### src/rtl/usb_fs_tx_serializer.sv
// usb_fs_tx_serializer: UTMI byte stream to full-speed USB D+/D- signalling.
// Define USB_TX_PKT_COUNT_EN to build the sent-packet counter.
module usb_fs_tx_serializer #(
  parameter int CLKS_PER_BIT = 5
) (
  input  logic        clk,
  input  logic        rst,
  input  logic [7:0]  utmi_tx_data,
  input  logic        utmi_tx_valid,
  output logic        utmi_tx_ready,
  output logic        usb_dp_o,
  output logic        usb_dn_o,
  output logic        usb_oe,
  output logic        tx_busy,
  output logic [15:0] tx_pkt_count
);

  localparam int CW = $clog2(CLKS_PER_BIT);
  localparam logic [CW-1:0] LAST = CW'(CLKS_PER_BIT - 1);

  localparam logic [2:0] S_IDLE = 3'd0;
  localparam logic [2:0] S_SYNC = 3'd1;
  localparam logic [2:0] S_DATA = 3'd2;
  localparam logic [2:0] S_SE0  = 3'd3;
  localparam logic [2:0] S_EOPJ = 3'd4;

  logic [2:0]    state_q, state_d;
  logic [CW-1:0] cnt_q;
  logic [2:0]    idx_q, idx_d;
  logic [7:0]    sh_q, sh_d;
  logic [2:0]    ones_q, ones_d;
  logic          lvl_q, lvl_d;
  logic          dp_q, dp_d;
  logic          dn_q, dn_d;
  logic          oe_q, oe_d;
  logic          busy_q;
  logic          rdy_q, rdy_d;
  logic          strobe;
  logic          emit;
  logic          emit_bit;
  logic          base;

  assign strobe = (state_q != S_IDLE) && (cnt_q == LAST);

  // ones_q is the run of ones including the bit currently on the line
  always_comb begin
    state_d  = state_q;
    idx_d    = idx_q;
    sh_d     = sh_q;
    ones_d   = ones_q;
    rdy_d    = 1'b0;
    emit     = 1'b0;
    emit_bit = 1'b1;
    base     = lvl_q;
    unique case (state_q)
      S_IDLE: begin
        if (utmi_tx_valid) begin
          state_d  = S_SYNC;
          idx_d    = 3'd0;
          emit     = 1'b1;
          emit_bit = 1'b0;
          base     = 1'b1;
        end
      end
      S_SYNC: begin
        if (strobe) begin
          if (idx_q != 3'd7) begin
            idx_d    = idx_q + 3'd1;
            emit     = 1'b1;
            emit_bit = (idx_q == 3'd6);
          end else if (utmi_tx_valid) begin
            state_d  = S_DATA;
            rdy_d    = 1'b1;
            sh_d     = utmi_tx_data;
            idx_d    = 3'd0;
            emit     = 1'b1;
            emit_bit = utmi_tx_data[0];
            ones_d   = utmi_tx_data[0] ? 3'd2 : 3'd0;
          end else begin
            state_d = S_SE0;
            idx_d   = 3'd0;
          end
        end
      end
      S_DATA: begin
        if (strobe) begin
          if (ones_q == 3'd6) begin
            emit     = 1'b1;
            emit_bit = 1'b0;
            ones_d   = 3'd0;
          end else if (idx_q != 3'd7) begin
            sh_d     = sh_q >> 1;
            idx_d    = idx_q + 3'd1;
            emit     = 1'b1;
            emit_bit = sh_q[1];
            ones_d   = sh_q[1] ? ones_q + 3'd1 : 3'd0;
          end else if (utmi_tx_valid) begin
            rdy_d    = 1'b1;
            sh_d     = utmi_tx_data;
            idx_d    = 3'd0;
            emit     = 1'b1;
            emit_bit = utmi_tx_data[0];
            ones_d   = utmi_tx_data[0] ? ones_q + 3'd1 : 3'd0;
          end else begin
            state_d = S_SE0;
            idx_d   = 3'd0;
          end
        end
      end
      S_SE0: begin
        if (strobe) begin
          if (idx_q == 3'd1) state_d = S_EOPJ;
          else idx_d = idx_q + 3'd1;
        end
      end
      S_EOPJ: begin
        if (strobe) state_d = S_IDLE;
      end
      default: state_d = S_IDLE;
    endcase
  end

  // NRZI: a 0 toggles the line, a 1 holds it
  always_comb begin
    lvl_d = lvl_q;
    dp_d  = dp_q;
    dn_d  = dn_q;
    oe_d  = (state_d != S_IDLE);
    if (emit) begin
      lvl_d = emit_bit ? base : ~base;
      dp_d  = lvl_d;
      dn_d  = ~lvl_d;
    end
    if (state_d == S_SE0) begin
      dp_d = 1'b0;
      dn_d = 1'b0;
    end
    if (state_d == S_EOPJ || state_d == S_IDLE) begin
      lvl_d = 1'b1;
      dp_d  = 1'b1;
      dn_d  = 1'b0;
    end
  end

  always_ff @(posedge clk) begin
    if (rst) begin
      state_q <= S_IDLE;
      cnt_q   <= '0;
      idx_q   <= 3'd0;
      sh_q    <= 8'd0;
      ones_q  <= 3'd0;
      lvl_q   <= 1'b1;
      dp_q    <= 1'b1;
      dn_q    <= 1'b0;
      oe_q    <= 1'b0;
      busy_q  <= 1'b0;
      rdy_q   <= 1'b0;
    end else begin
      state_q <= state_d;
      if (state_q == S_IDLE || strobe) cnt_q <= '0;
      else cnt_q <= cnt_q + CW'(1);
      idx_q   <= idx_d;
      sh_q    <= sh_d;
      ones_q  <= ones_d;
      lvl_q   <= lvl_d;
      dp_q    <= dp_d;
      dn_q    <= dn_d;
      oe_q    <= oe_d;
      busy_q  <= oe_d;
      rdy_q   <= rdy_d;
    end
  end

  assign utmi_tx_ready = rdy_q;
  assign usb_dp_o      = dp_q;
  assign usb_dn_o      = dn_q;
  assign usb_oe        = oe_q;
  assign tx_busy       = busy_q;

`ifdef USB_TX_PKT_COUNT_EN
  logic        pkt_done;
  logic [15:0] pkt_cnt_q;

  assign pkt_done = (state_q == S_EOPJ) && strobe;

  always_ff @(posedge clk) begin
    if (rst) pkt_cnt_q <= 16'd0;
    else if (pkt_done) pkt_cnt_q <= pkt_cnt_q + 16'd1;
  end

  assign tx_pkt_count = pkt_cnt_q;
`else
  assign tx_pkt_count = 16'd0;
`endif

endmodule
### config.mk
export PLATFORM = sky130hd
export DESIGN_NAME = usb_fs_tx_serializer
export DESIGN_NICKNAME = d
export VERILOG_FILES = /design/src/rtl/usb_fs_tx_serializer.sv
export SDC_FILE = /design/constraint.sdc
export NUM_CORES = 1
export LEC_CHECK = 0
export CAP_MARGIN = 20
export CORE_MARGIN = 2
export CORE_UTILIZATION = 45
export CTS_BUF_LIST = sky130_fd_sc_hd__clkbuf_4
export DETAILED_ROUTE_END_ITERATION = 7
export PLACE_DENSITY_LB_ADDON = 0.15
export SKIP_CTS_REPAIR_TIMING = 1
export SYNTH_ARGS = -nofsm -noshare
export SYNTH_HDL_FRONTEND = slang
export SYNTH_SLANG_ARGS = --single-unit
### constraint.sdc
create_clock -name clk -period 2.5 [get_ports clk]
set_input_delay 0.25 -clock clk [delete_from_list [all_inputs] [get_ports clk]]
set_output_delay 0.25 -clock clk [all_outputs]
set_load 0.01 [all_outputs]
==> run_results.csv, run 1 <==
group,metric,value,unit
timing,setup_slack,0.310,ns
yosys,syn_area_per_cell,8.31,µm²
global_route,grt_pass1_vias,1293,
routing,ant_nets,0,
yosys,syn-cell-area,1640,µm²
floorplanning,io_pins,32,
clock_network,clk_pin_slew,0.15,ns
routing,avgViaCountPerCell,5.37,
job,maxCapViolCount,0,
global_route,grt_use_total,0.170,
timing,setup_viol,0,
timing,setup_tns,0,ns
floorplanning,dieArea,4140,µm²
floorplanning,start_util,0.479,
timing,drv_slew,0,
setup_path,end_kind,"register",
routing,dr_total_vias,1370,
placement,io_buffers,15,
clock_network,cts_root_buf,"clkbuf_4",
setup_path,cp.arrival,2.42,ns
yosys,synth-seq-area-share,0.294,
clock_network,cts.sinks,24,
floorplanning,row_count,21,
timing,max-slew-margin-rel,0.551,
setup_path,cp_max_fo,8,
global_route,antenna_found_initial,0,
global_route,gr-total-overflow,0,
timing,holdWs,0.458,ns
clock_network,clock_latency,0.33,ns
timing,period_share,0.876,
routing,drtIter0Drc,51,
yosys,synth_flop_cell,"dfxtp_1",
layout,areaGrowthSynthToFinish,9.71,%
power,power_density,435,nW/µm²
global_route,grt_start_max_net_pins,20,
placement,dp_hpwl,2520,µm
routing,routedWlPerCell,12.7,µm
layout,antennaDiodeCount,0,
placement,place_ws,0.235,ns
floorplanning,die_w,64.3,µm
routing,first_pass_iters,4,
layout,fin_area,1800,µm²
floorplanning,die_h,64.3,µm
yosys,yosysWarnings,0,
timing,fmax,457,MHz
clock_network,clockBufferDepth,2,
timing,final.setup_skew,0.0110,ns
yosys,synth_top_area_frac,0.294,
power,p_leak,0.683,nW
placement,place_congestion,0.848,
clock_network,cts_tree,"built",
floorplanning,core,3420,µm²
clock_network,cts_made_buffers,3,
clock_network,htree_levels,1,
global_route,grt_pass1_wl,5600,µm
layout,final-instance-count-excl-fill,255,
setup_path,crit_path_start_kind,"register",
timing,min_period,2.19,ns
placement,postPlaceCellArea,1740,µm²
timing,tightest_slew,0.666,ns
min_path,worstHoldPathType,"reg2reg",
yosys,synth_seq_cells,24,
setup_path,crit_required,2.73,ns
layout,fin_util,0.526,
outcome,status,"completed",
layout,final_layout_size_suffix_gt1_frac,0.0957,
placement,dp_cells,251,
power,power.total,780,µW
setup_path,criticalPathCategory,"reg2reg",
yosys,synth_cells,197,
power,ir_worst_vdd,266,µV
yosys,synth_area_leader_cell,"dfxtp_1",
timing,finalHoldViolations,0,
yosys,ys_top_cells_by_area,"dfxtp_1 (29%), buf_4 (8.3%), ha_1 (6.9%)",
layout,fin_nets,230,
yosys,synth_edf_count,0,
yosys,ys_async_sr_fraction,0,
yosys,synth.distinct_cells,51,
routing,drc,0,
timing,rsz0062_at_grt,"no",
routing,wl,3240,µm
-- cell type report --
type / instances / area [µm²]
timing repair buffer: 19 / 180
inverter: 11 / 41.3
clock buffer: 3 / 22.5
multi-input combinational: 151 / 983
tap: 46 / 57.6
fill: 324 / 1620
clock inverter: 1 / 30.0
sequential: 24 / 480
-- report_power, final --
part	switching [mW]	internal (mW)
clock network	0.128	0.162
registers	0.00924	0.389
logic	0.0488	0.0429
total	0.186	0.594
-- logic make-up (layout without fill, tap and decap cells) --
kind of cell               Yosys count  count (layout)  share of synthesized area
xor gates and xnor gates             3               3                     0.0161
AOI/OAI and AO/OA                   49              49                      0.199
DFF                                 24              24                      0.294
other                                1              16                    0.00229
and+or+nand+nor                     71              71                      0.261
buffers and inverters               37              34                      0.140
muxes                                3               3                     0.0191
adders and majority gates            9               9                     0.0688
-- flip-flops by register name, summed over array words and instances (netlist names) --
name / flops
utmi_tx_ready: 1
tx_busy: 1
sh_q: 7
usb_dp_o: 1
lvl_q: 1
usb_dn_o: 1
ones_q: 3
state_q: 3
cnt_q: 3
idx_q: 3
-- routing by layer --
| metal | vias to the layer above | global-route usage | share of wire |
|---|---|---|---|
| li1 | 685 | - | - |
| met1 | 633 | 0.198 | 0.44 |
| met2 | 47 | 0.307 | 0.49 |
| met3 | 5 | 0.0317 | 0.057 |
| met4 | 0 | 0.0612 | 0.012 |
| met5 | - | 0 | 0 |
-- cell usage after synthesis, types with 2 or more instances --
cell       number
mux2i_1         2
dfxtp_1        24
a21o_1          2
buf_4          18
nand2_1         9
nand2b_1        9
nand3b_1       10
buf_6           3
inv_1          10
clkbuf_1        5
or3_1           4
nand4b_1        2
a211oi_1        6
nor2b_1         3
nand3_1         3
a2111oi_0       2
nor2_1         15
o21ai_0        12
a21oi_1        15
ha_1            9
nand4_1         3
xnor2_1         2
-- critical path, stage by stage, from the launching register on --
cell       delay (ns)
dfxtp_1          0.41
ha_1             0.20
ha_1             0.30
and3b_1          0.22
a2111oi_0        0.38
o22ai_1          0.18
mux2i_1          0.30
a211oi_2         0.11
-- cells in the final DEF (no fill, tap or decap), types with 4 or more instances in the layout --
cell / instances
dfxtp_1: 24
conb_1: 16
a21oi_1: 15
nor2_1: 15
clkdlybuf4s50_1: 15
o21ai_0: 12
inv_1: 10
nand3b_1: 10
nand2_1: 9
nand2b_1: 9
ha_1: 9
a211oi_1: 6
or3_1: 4
buf_4: 4
-- worst paths after layout --
kind | start | endpoint | slack [ns] | depth (start not counted)
min | cnt_q[0]$_SDFF_PP0_ | cnt_q[0]$_SDFF_PP0_ | 0.46 | 1
min reg2reg | cnt_q[0]$_SDFF_PP0_ | cnt_q[0]$_SDFF_PP0_ | 0.46 | 1
max reg2reg | idx_q[0]$_SDFFE_PP0P_ | usb_dn_o$_SDFFE_PP0P_ | 0.31 | 7
max | idx_q[0]$_SDFFE_PP0P_ | usb_dn_o$_SDFFE_PP0P_ | 0.31 | 7
Note: power is estimated with default switching activity, not from simulation.
==> inputs of run 2 (changes only) <==
--- a/config.mk
+++ b/config.mk
@@ -6,8 +6,9 @@
 export NUM_CORES = 1
 export LEC_CHECK = 0
 export CAP_MARGIN = 20
+export CORE_ASPECT_RATIO = 0.5
 export CORE_MARGIN = 2
-export CORE_UTILIZATION = 45
+export CORE_UTILIZATION = 35
 export CTS_BUF_LIST = sky130_fd_sc_hd__clkbuf_4
 export DETAILED_ROUTE_END_ITERATION = 7
 export PLACE_DENSITY_LB_ADDON = 0.15
==> run 2 against run 1 <==
Die area up 27%. Register-to-register slack worse by 0.04 ns. Critical path type unchanged. Critical endpoint is now lvl_q$_SDFFE_PP1P_. Largest cell class unchanged. Power down 14%. Largest power group unchanged.
==> run_results.csv, run 2 (same netlist as run 1, synthesis figures left out) <==
group,metric,value,unit
global_route,grt_start_max_net_pins,16,
power,combPwrFrac,0.143,
power,pwr-share-clk,0.264,
timing,period_share,0.891,
global_route,grt_pass1_wl,5870,µm
floorplanning,start_util,0.368,
timing,final.setup_skew,0.00372,ns
timing,setup_slack,0.273,ns
power,p_leak,0.680,nW
clock_network,cts_tree,"built",
clock_network,cts_root_buf,"clkbuf_4",
setup_path,crit_path_start_kind,"register",
power,p_seq_frac,0.593,
floorplanning,core,4450,µm²
placement,place_congestion,0.897,
setup_path,cp.arrival,2.46,ns
placement,place_ws,0.235,ns
routing,dr_total_vias,1364,
min_path,worstHoldPathType,"reg2reg",
layout,mostFrequentLayoutCell,"dfxtp_1",
global_route,grt_use_total,0.143,
layout,largest_reg_flops,7,
routing,avgViaCountPerCell,5.11,
layout,areaGrowthSynthToFinish,9.63,%
clock_network,clk_pin_slew,0.13,ns
routing,wl,3460,µm
timing,setup_tns,0,ns
layout,fin_nets,232,
power,switching_power,181,µW
layout,final_cell_mix,"dfxtp_1 (24), conb_1 (16), a21oi_1 (15), nor2_1 (15), clkdlybuf4s50_1 (15)",
job,maxCapViolCount,0,
placement,dp_hpwl,2580,µm
setup_path,end_kind,"register",
timing,max-slew-margin-rel,0.553,
global_route,gr-total-overflow,0,
routing,routedWlPerCell,12.9,µm
global_route,grt_pass1_vias,1184,
timing,setup_viol,0,
floorplanning,die_h,52.4,µm
layout,final_layout_size_suffix_gt1_frac,0.100,
timing,drv_slew,0,
clock_network,clock_latency,0.32,ns
power,intPower,490,µW
power,p_sw_frac,0.270,
clock_network,cts.sinks,24,
setup_path,cp_max_fo,8,
routing,drtIter0Drc,56,
outcome,status,"completed",
clock_network,htree_levels,1,
timing,finalHoldViolations,0,
floorplanning,io_pins,32,
routing,drc,0,
floorplanning,dieArea,5270,µm²
placement,dp_cells,264,
global_route,antenna_found_initial,0,
setup_path,crit_required,2.73,ns
power,power_density,374,nW/µm²
layout,antennaDiodeCount,0,
timing,min_period,2.23,ns
layout,final-instance-count-excl-fill,267,
floorplanning,die_w,101,µm
clock_network,clockBufferDepth,2,
timing,rsz0062_at_grt,"no",
power,ir_worst_vdd,128,µV
layout,top_register,"sh_q",
setup_path,criticalPathCategory,"reg2reg",
timing,tightest_slew,0.663,ns
clock_network,cts_made_buffers,3,
floorplanning,row_count,17,
timing,holdWs,0.466,ns
placement,io_buffers,15,
routing,first_pass_iters,4,
timing,fmax,449,MHz
routing,ant_nets,0,
run 2: cell types whose count changed in the layout (fill, tap and decap cells not counted), sizes merged:
cell	previous run	this run
buf	4	6
bufinv	1	0
run 2: worst paths after layout:
check | from | endpoint | slack, ns | cells past startpoint
setup / recovery | idx_q[0]$_SDFFE_PP0P_ | lvl_q$_SDFFE_PP1P_ | 0.27 | 7
hold / removal | cnt_q[0]$_SDFF_PP0_ | cnt_q[0]$_SDFF_PP0_ | 0.47 | 1
hold reg to reg | cnt_q[0]$_SDFF_PP0_ | cnt_q[0]$_SDFF_PP0_ | 0.47 | 1
setup reg to reg | idx_q[0]$_SDFFE_PP0P_ | lvl_q$_SDFFE_PP1P_ | 0.27 | 7
run 2: critical path: stages (launching register included):
cell	delay [ns]
dfxtp_1	0.43
ha_1	0.21
ha_1	0.30
nand3b_1	0.21
or2_1	0.27
a21oi_1	0.34
o21bai_1	0.18
a21o_1	0.19
run 2: cell type report:
cell class,instances,area [µm²]
clock buffers,3,22.5
fillers,470,2650
inverters,11,41.3
multi-input cells,151,983
flip-flops and latches,24,480
well taps,57,71.3
repair buffers,21,195
run 2: layer usage:
metal	global-route usage	wire, µm
met1	0.192	1790
met2	0.228	1440
met3	0.0427	204
met4	0.0297	19
met5	0	0
run 2: stage by stage:
stage	util	instance area [µm²]	power, mW
2_1_floorplan	-	1690	0.485
3_3_place_gp	0.399	1770	0.500
3_5_place_dp	0.399	1770	0.501
4_1_cts	0.404	1790	0.684
5_1_grt	0.404	1790	0.714
6_report	0.404	1790	0.671
run 2: power groups by stage:
stage / combinational [mW] / clock [mW] / sequential [mW]
floorplan: 0.0832 / 0 / 0.402
global placement: 0.0949 / 0 / 0.406
detailed placement: 0.0948 / 0 / 0.406
CTS: 0.0956 / 0.191 / 0.398
global route: 0.106 / 0.208 / 0.400
finish: 0.0960 / 0.177 / 0.398
